===== src/rtl/rf_ctrl_pkg.sv =====
// Shared constants and types for the register-file write-port control.
//   DATA_W   : register data width
//   ADDR_W   : register address width
//   NUM_REGS : number of architectural registers (2**ADDR_W)
package rf_ctrl_pkg;
    localparam int DATA_W   = 64;
    localparam int ADDR_W   = 4;
    localparam int NUM_REGS = 2 ** ADDR_W;

    typedef logic [ADDR_W-1:0] reg_addr_t;
    typedef logic [DATA_W-1:0] reg_data_t;
endpackage


===== src/rtl/rf_wb_arbiter_if.sv =====
// Bus between the writeback requesters / issue / decode stages and the
// register-file write-port arbiter.
//   req_valid/req_addr/req_data/req_ready : writeback requester handshake
//   rf_wena/rf_waddr/rf_wdata            : registered register-file write port
//   alloc_valid/alloc_addr               : issue-stage destination allocation
//   chk0/1_addr, chk0/1_busy, busy_vec   : decode hazard queries
// The slave modport is the arbiter; master is the surrounding pipeline.
interface rf_wb_arbiter_if #(
    parameter int NUM_REQ = 3,
    parameter int DATA_W  = rf_ctrl_pkg::DATA_W,
    parameter int ADDR_W  = rf_ctrl_pkg::ADDR_W
);
    localparam int NUM_REGS = 2 ** ADDR_W;

    logic [NUM_REQ-1:0]        req_valid;
    logic [NUM_REQ*ADDR_W-1:0] req_addr;
    logic [NUM_REQ*DATA_W-1:0] req_data;
    logic [NUM_REQ-1:0]        req_ready;

    logic                      rf_wena;
    logic [ADDR_W-1:0]         rf_waddr;
    logic [DATA_W-1:0]         rf_wdata;

    logic                      alloc_valid;
    logic [ADDR_W-1:0]         alloc_addr;
    logic [ADDR_W-1:0]         chk0_addr;
    logic [ADDR_W-1:0]         chk1_addr;
    logic                      chk0_busy;
    logic                      chk1_busy;
    logic [NUM_REGS-1:0]       busy_vec;

    modport slave (
        input  req_valid, req_addr, req_data, alloc_valid, alloc_addr, chk0_addr, chk1_addr,
        output req_ready, rf_wena, rf_waddr, rf_wdata, chk0_busy, chk1_busy, busy_vec
    );

    modport master (
        output req_valid, req_addr, req_data, alloc_valid, alloc_addr, chk0_addr, chk1_addr,
        input  req_ready, rf_wena, rf_waddr, rf_wdata, chk0_busy, chk1_busy, busy_vec
    );
endinterface


===== src/rtl/rr_arbiter.sv =====
// Combinational round-robin arbiter.
//   req_i   : request vector
//   ptr_i   : index with highest priority this cycle (must be < NUM_REQ)
//   grant_o : one-hot grant, zero when no request
// Requests are rotated so ptr_i lands on bit 0, the lowest set bit is
// isolated, and the result is rotated back.
module rr_arbiter #(
    parameter int NUM_REQ = 3,
    parameter int PTR_W   = $clog2(NUM_REQ)
) (
    input  logic [NUM_REQ-1:0] req_i,
    input  logic [PTR_W-1:0]   ptr_i,
    output logic [NUM_REQ-1:0] grant_o
);
    logic [NUM_REQ-1:0] req_rot;
    logic [NUM_REQ-1:0] gnt_rot;
    int                 src;

    always_comb begin
        req_rot = '0;
        gnt_rot = '0;
        grant_o = '0;
        src     = 0;
        for (int k = 0; k < NUM_REQ; k++) begin
            src = k + int'(ptr_i);
            if (src >= NUM_REQ) src = src - NUM_REQ;
            req_rot[k] = req_i[src];
        end
        // x & -x keeps only the lowest set bit
        gnt_rot = req_rot & (~req_rot + NUM_REQ'(1));
        for (int k = 0; k < NUM_REQ; k++) begin
            src = k + int'(ptr_i);
            if (src >= NUM_REQ) src = src - NUM_REQ;
            grant_o[src] = gnt_rot[k];
        end
    end
endmodule


===== src/rtl/rf_wb_arbiter.sv =====
// Round-robin sharing of the register-file write port between NUM_REQ
// writeback requesters, with a registered write stage and a per-register
// pending scoreboard for decode hazard detection.
//   clk, rst_n : clock, asynchronous active-low reset
//   bus        : rf_wb_arbiter_if slave (requesters, RF write, alloc, checks)
module rf_wb_arbiter #(
    parameter int NUM_REQ = 3,
    parameter int DATA_W  = rf_ctrl_pkg::DATA_W,
    parameter int ADDR_W  = rf_ctrl_pkg::ADDR_W
) (
    input  logic           clk,
    input  logic           rst_n,
    rf_wb_arbiter_if.slave bus
);
    localparam int NUM_REGS = 2 ** ADDR_W;
    localparam int PTR_W    = $clog2(NUM_REQ);

    logic [PTR_W-1:0]    rr_ptr_q, rr_ptr_d;
    logic                wena_q, wena_d;
    logic [ADDR_W-1:0]   waddr_q, waddr_d;
    logic [DATA_W-1:0]   wdata_q, wdata_d;
    logic [NUM_REGS-1:0] pending_q, pending_d;
    logic [NUM_REQ-1:0]  grant_raw, grant;

    rr_arbiter #(.NUM_REQ(NUM_REQ), .PTR_W(PTR_W)) u_arb (
        .req_i   (bus.req_valid),
        .ptr_i   (rr_ptr_q),
        .grant_o (grant_raw)
    );

    // No grants may escape while reset is held, even with requests pending.
    assign grant = rst_n ? grant_raw : '0;

    always_comb begin
        rr_ptr_d = rr_ptr_q;
        waddr_d  = waddr_q;
        wdata_d  = wdata_q;
        wena_d   = |grant;
        for (int i = 0; i < NUM_REQ; i++) begin
            if (grant[i]) begin
                rr_ptr_d = (i == NUM_REQ - 1) ? '0 : PTR_W'(i + 1);
                waddr_d  = bus.req_addr[i*ADDR_W +: ADDR_W];
                wdata_d  = bus.req_data[i*DATA_W +: DATA_W];
            end
        end
    end

    // Clear first, then set: a same-register allocation overrides the
    // landing write because a newer producer is now outstanding.
    always_comb begin
        pending_d = pending_q;
        if (wena_q)          pending_d[waddr_q]        = 1'b0;
        if (bus.alloc_valid) pending_d[bus.alloc_addr] = 1'b1;
    end

    always_ff @(posedge clk or negedge rst_n) begin
        if (!rst_n) begin
            rr_ptr_q  <= '0;
            wena_q    <= 1'b0;
            waddr_q   <= '0;
            wdata_q   <= '0;
            pending_q <= '0;
        end else begin
            rr_ptr_q  <= rr_ptr_d;
            wena_q    <= wena_d;
            waddr_q   <= waddr_d;
            wdata_q   <= wdata_d;
            pending_q <= pending_d;
        end
    end

    assign bus.req_ready = grant;
    assign bus.rf_wena   = wena_q;
    assign bus.rf_waddr  = waddr_q;
    assign bus.rf_wdata  = wdata_q;

    // Registered view only: a register stays busy during its rf_wena cycle.
    assign bus.chk0_busy = pending_q[bus.chk0_addr];
    assign bus.chk1_busy = pending_q[bus.chk1_addr];
    assign bus.busy_vec  = pending_q;
endmodule


===== src/flat_wrapper.sv =====
// flat-port wrapper written by rule: the top's interface ports become plain ports
module rf_wb_arbiter_flat 
#(
    parameter int NUM_REQ = 3,
    parameter int DATA_W  = rf_ctrl_pkg::DATA_W,
    parameter int ADDR_W  = rf_ctrl_pkg::ADDR_W
)
  (clk, rst_n, bus_req_valid, bus_req_addr, bus_req_data, bus_alloc_valid, bus_alloc_addr, bus_chk0_addr, bus_chk1_addr, bus_req_ready, bus_rf_wena, bus_rf_waddr, bus_rf_wdata, bus_chk0_busy, bus_chk1_busy, bus_busy_vec);
  rf_wb_arbiter_if #(.NUM_REQ(NUM_REQ), .DATA_W(DATA_W), .ADDR_W(ADDR_W)) bus_i ();
  input  logic clk;
  input  logic rst_n;
  input wire logic [$bits(bus_i.req_valid)-1:0] bus_req_valid;
  input wire logic [$bits(bus_i.req_addr)-1:0] bus_req_addr;
  input wire logic [$bits(bus_i.req_data)-1:0] bus_req_data;
  input wire logic [$bits(bus_i.alloc_valid)-1:0] bus_alloc_valid;
  input wire logic [$bits(bus_i.alloc_addr)-1:0] bus_alloc_addr;
  input wire logic [$bits(bus_i.chk0_addr)-1:0] bus_chk0_addr;
  input wire logic [$bits(bus_i.chk1_addr)-1:0] bus_chk1_addr;
  output wire logic [$bits(bus_i.req_ready)-1:0] bus_req_ready;
  output wire logic [$bits(bus_i.rf_wena)-1:0] bus_rf_wena;
  output wire logic [$bits(bus_i.rf_waddr)-1:0] bus_rf_waddr;
  output wire logic [$bits(bus_i.rf_wdata)-1:0] bus_rf_wdata;
  output wire logic [$bits(bus_i.chk0_busy)-1:0] bus_chk0_busy;
  output wire logic [$bits(bus_i.chk1_busy)-1:0] bus_chk1_busy;
  output wire logic [$bits(bus_i.busy_vec)-1:0] bus_busy_vec;
  assign bus_i.req_valid = bus_req_valid;
  assign bus_i.req_addr = bus_req_addr;
  assign bus_i.req_data = bus_req_data;
  assign bus_i.alloc_valid = bus_alloc_valid;
  assign bus_i.alloc_addr = bus_alloc_addr;
  assign bus_i.chk0_addr = bus_chk0_addr;
  assign bus_i.chk1_addr = bus_chk1_addr;
  assign bus_req_ready = bus_i.req_ready;
  assign bus_rf_wena = bus_i.rf_wena;
  assign bus_rf_waddr = bus_i.rf_waddr;
  assign bus_rf_wdata = bus_i.rf_wdata;
  assign bus_chk0_busy = bus_i.chk0_busy;
  assign bus_chk1_busy = bus_i.chk1_busy;
  assign bus_busy_vec = bus_i.busy_vec;
  rf_wb_arbiter #(.NUM_REQ(NUM_REQ), .DATA_W(DATA_W), .ADDR_W(ADDR_W)) u_core (.clk(clk), .rst_n(rst_n), .bus(bus_i));
endmodule

===== config.mk =====
export PLATFORM = sky130hd
export DESIGN_NAME = rf_wb_arbiter_flat
export DESIGN_NICKNAME = d
export VERILOG_FILES = /design/src/rtl/rf_ctrl_pkg.sv /design/src/rtl/rf_wb_arbiter_if.sv /design/src/rtl/rr_arbiter.sv /design/src/rtl/rf_wb_arbiter.sv /design/src/flat_wrapper.sv
export SDC_FILE = /design/constraint.sdc
export NUM_CORES = 1
export LEC_CHECK = 0
export ABC_AREA = 1
export BUFFER_PORTS_ARGS = -buffer_cell sky130_fd_sc_hd__buf_2
export CAP_MARGIN = 20
export CELL_PAD_IN_SITES_DETAIL_PLACEMENT = 0
export CELL_PAD_IN_SITES_GLOBAL_PLACEMENT = 1
export CORE_MARGIN = 2
export CORE_UTILIZATION = 30
export DETAILED_ROUTE_END_ITERATION = 8
export PLACE_DENSITY = 0.88
export SLEW_MARGIN = 20
export SYNTH_ARGS = -nofsm -noshare
export SYNTH_HDL_FRONTEND = slang
export SYNTH_SLANG_ARGS = --single-unit

===== constraint.sdc =====
create_clock -name clk -period 3 [get_ports clk]
set_clock_uncertainty 0.05 [all_clocks]
set_input_delay 0.15 -clock clk [delete_from_list [all_inputs] [get_ports clk]]
set_output_delay 0.15 -clock clk [all_outputs]
set_load 0.03 [all_outputs]

==> out/metrics.csv <==
stage,metric,value,unit
sta,drv_slew,0,
placement,dpl.hpwl,16.0,mm
setup_path,crit_path_end_kind,output port,
routing,vias,6819,
final_layout,area_growth,37.6,%
global_route,grt_max_degree,122,
routing,remaining_drc_errors,0,
cts,cts_tree,yes,
final_layout,mostFrequentLayoutCells,"buf_2, nand2_1, nand3_1",
worst_hold_path,hold_class,input port to flip-flop,
sta,whs,0.0668,ns
logic_synthesis,syn_nets,1034,
power,power.leakage,4.18,nW
routing,ant_nets,0,
setup_path,worstPathRequired,2.80,ns
logic_synthesis,yosysUniqueCellTypes,28,
routing,drt_iter0_markers,339,
sta,tightestPinTransition,0.576,ns
cts,cts_root_buf,clkbuf_16,
placement,portBuffers,311,
logic_synthesis,syn_inst,808,
logic_synthesis,netlist_area,5610,µm²
final_layout,drive_gt1_frac,0.329,
flow_run,maxCapViolCount,0,
power,total_power,10.8,mW
final_layout,nets,1307,
global_route,grt_util_all_layers,0.211,
cts,clock_latency,0.34,ns
global_route,first_global_vias,6339,
final_layout,design_area,7710,µm²
sta,setup_viol,0,
sta,relSlewSlack,0.616,
die,die_h,141,µm
die,die_area,19800,µm²
setup_path,cpPeakStageDelay,0.43,ns
sta,tns,0,ns
sta,hold_violations,0,
die,dieWidth,141,µm
sta,rsz0062_at_grt,no,
sta,fmaxAchievable,364,MHz
final_layout,fin_util,0.425,
logic_synthesis,seq_area_frac_synth,0.388,
die,initial_utilization,0.309,
global_route,grt_first_pass_wirelength,33.4,mm
routing,firstDrtPassIters,6,
routing,viasPerCell,5.18,
die,num_rows,49,
setup_path,worstSetupPathType,flip-flop to output port,
logic_synthesis,syn_avg_cell_area,6.94,µm²
cts,cts_buffers,9,
die,boundaryPins,312,
setup_path,cp_slowest_cell,ha_2,
cts,clock_sinks,87,
global_route,antenna_found_initial,2,
placement,placed_cells,1297,
global_route,grt_overflow_total,0,
placement,place_ws,0.261,ns
logic_synthesis,ys_warn_count,0,
cts,cts.clk_slew.worst_paths,0.06,ns
sta,period_needed,2.75,ns
setup_path,worst_setup_path_start_kind,flip-flop,
cts,htreeDepth,3,
final_layout,final_cells,1317,
setup_path,arrival,2.55,ns
sta,fin_crit_sh,0.915,
setup_path,critPathMaxFanout,20,
run_status,status,completed,
placement,dpl_cell_area,7340,µm²
power,power_density,1390,nW/µm²
logic_synthesis,synth_seq_cells,87,
final_layout,final_common_cell,buf_2,
routing,wirelength,21.6,mm
cts,ctsLongestPathBuffers,2,
sta,fin_ws,0.255,ns
setup_path,crit_chain,inv_1 > ha_2 > inv_2 > nand3_1 > inv_1 > a21oi_2 > nand3_2 > nand2_1 > nand3_4 > inv_2 > buf_6 > buf_2,
routing,wl_per_cell,16.4,µm
die,core_area,18100,µm²
power,ir_drop,1000,µV
placement,globalplace.congestion,0.846,
==> cells in the mapped netlist <==
library cell | count | area [µm²]
o31ai_1 | 4 | 30.0
o22ai_1 | 1 | 6.26
nor3_1 | 2 | 10.0
o21ai_1 | 1 | 5.00
nand2_2 | 4 | 25.0
clkbuf_1 | 35 | 131
dfrtp_1 | 87 | 2180
a21oi_1 | 14 | 70.1
o211ai_1 | 2 | 15.0
o221ai_1 | 2 | 17.5
a31oi_1 | 1 | 6.26
buf_6 | 4 | 45.0
nand3_2 | 4 | 40.0
a21oi_2 | 1 | 8.76
inv_1 | 27 | 101
ha_1 | 4 | 50.1
nor2_1 | 5 | 18.8
nand2_1 | 246 | 923
buf_1 | 1 | 3.75
nand3_1 | 218 | 1090
o21ai_0 | 41 | 205
buf_4 | 5 | 37.5
nand4_1 | 69 | 432
a311o_1 | 1 | 10.0
buf_2 | 23 | 115
inv_2 | 4 | 15.0
a21o_1 | 1 | 7.51
a211oi_1 | 1 | 7.51
==> critical path: cells and delay by family, from the launching register on <==
| family | cells | cell delay (ns) |
|---|---|---|
| AO/OA/AOI/OAI | 1 | 0.11 |
| adder cells (fa/ha/maj) | 1 | 0.43 |
| buffers and inverters | 6 | 0.79 |
| flip-flops | 1 | 0.37 |
| AND/OR/NAND/NOR | 4 | 0.51 |
==> sequential cells by signal (all words and copies together) (netlist names) <==
name / count
u_core.bus.rf_wdata: 64
u_core.bus.busy_vec: 16
u_core.bus.rf_waddr: 4
u_core.rr_ptr_q: 2
u_core.bus.rf_wena: 1
==> final cells by class <==
type	instances	area, µm²
Clock buffer	10	229
Timing Repair Buffer	330	1810
Inverter	31	116
Multi-Input combinational cell	622	3000
Sequential cell	87	2180
Antenna cell	2	5.00
Fill cell	1946	10400
Tap cell	229	287
Clock inverter	6	92.6
==> final timing paths <==
kind                            slack (ns)  depth (start not counted)               startpoint                       to
worst min register to register        0.46                          2  u_core.bus.rf_wdata[57]  u_core.bus.rf_wdata[57]
min in group asynchronous             0.27                          2                    rst_n       u_core.rr_ptr_q[1]
max in group asynchronous             1.73                          3                    rst_n  u_core.bus.rf_wdata[48]
worst min-delay path                  0.07                          5         bus_req_data[91]  u_core.bus.rf_wdata[27]
worst max-delay path                  0.25                         12       u_core.rr_ptr_q[0]         bus_req_ready[1]
worst max register to register        0.35                         15       u_core.rr_ptr_q[0]  u_core.bus.rf_wdata[52]
==> layer usage <==
metal  GRT usage  part of all wire  up-vias
li1            -                 -     3346
met5           0                 0        -
met2       0.363              0.50      269
met3      0.0333             0.058       34
met4      0.0821             0.028        0
met1       0.266              0.42     3170
==> report_power, final <==
| group | total, mW | internal (mW) | switching (mW) |
|---|---|---|---|
| Sequential | 2.22 | 1.81 | 0.404 |
| Clock | 1.23 | 0.736 | 0.491 |
| Combinational | 7.30 | 2.20 | 5.10 |
==> what timing repair did <==
action,4_1_cts,5_1_grt
hold buffers,2,0
endpoints found under the hold margin,28,0
resized for setup,0,5
setup endpoints to repair,0,52
setup buffers,0,0
==> cell families after synthesis <==
group	Yosys count	synth area share
simple gates	548	0.453
compound gates	70	0.0694
fa+ha+maj	4	0.00893
flops	87	0.388
buf+inv	99	0.0801
(Power assumes the default switching activity.)
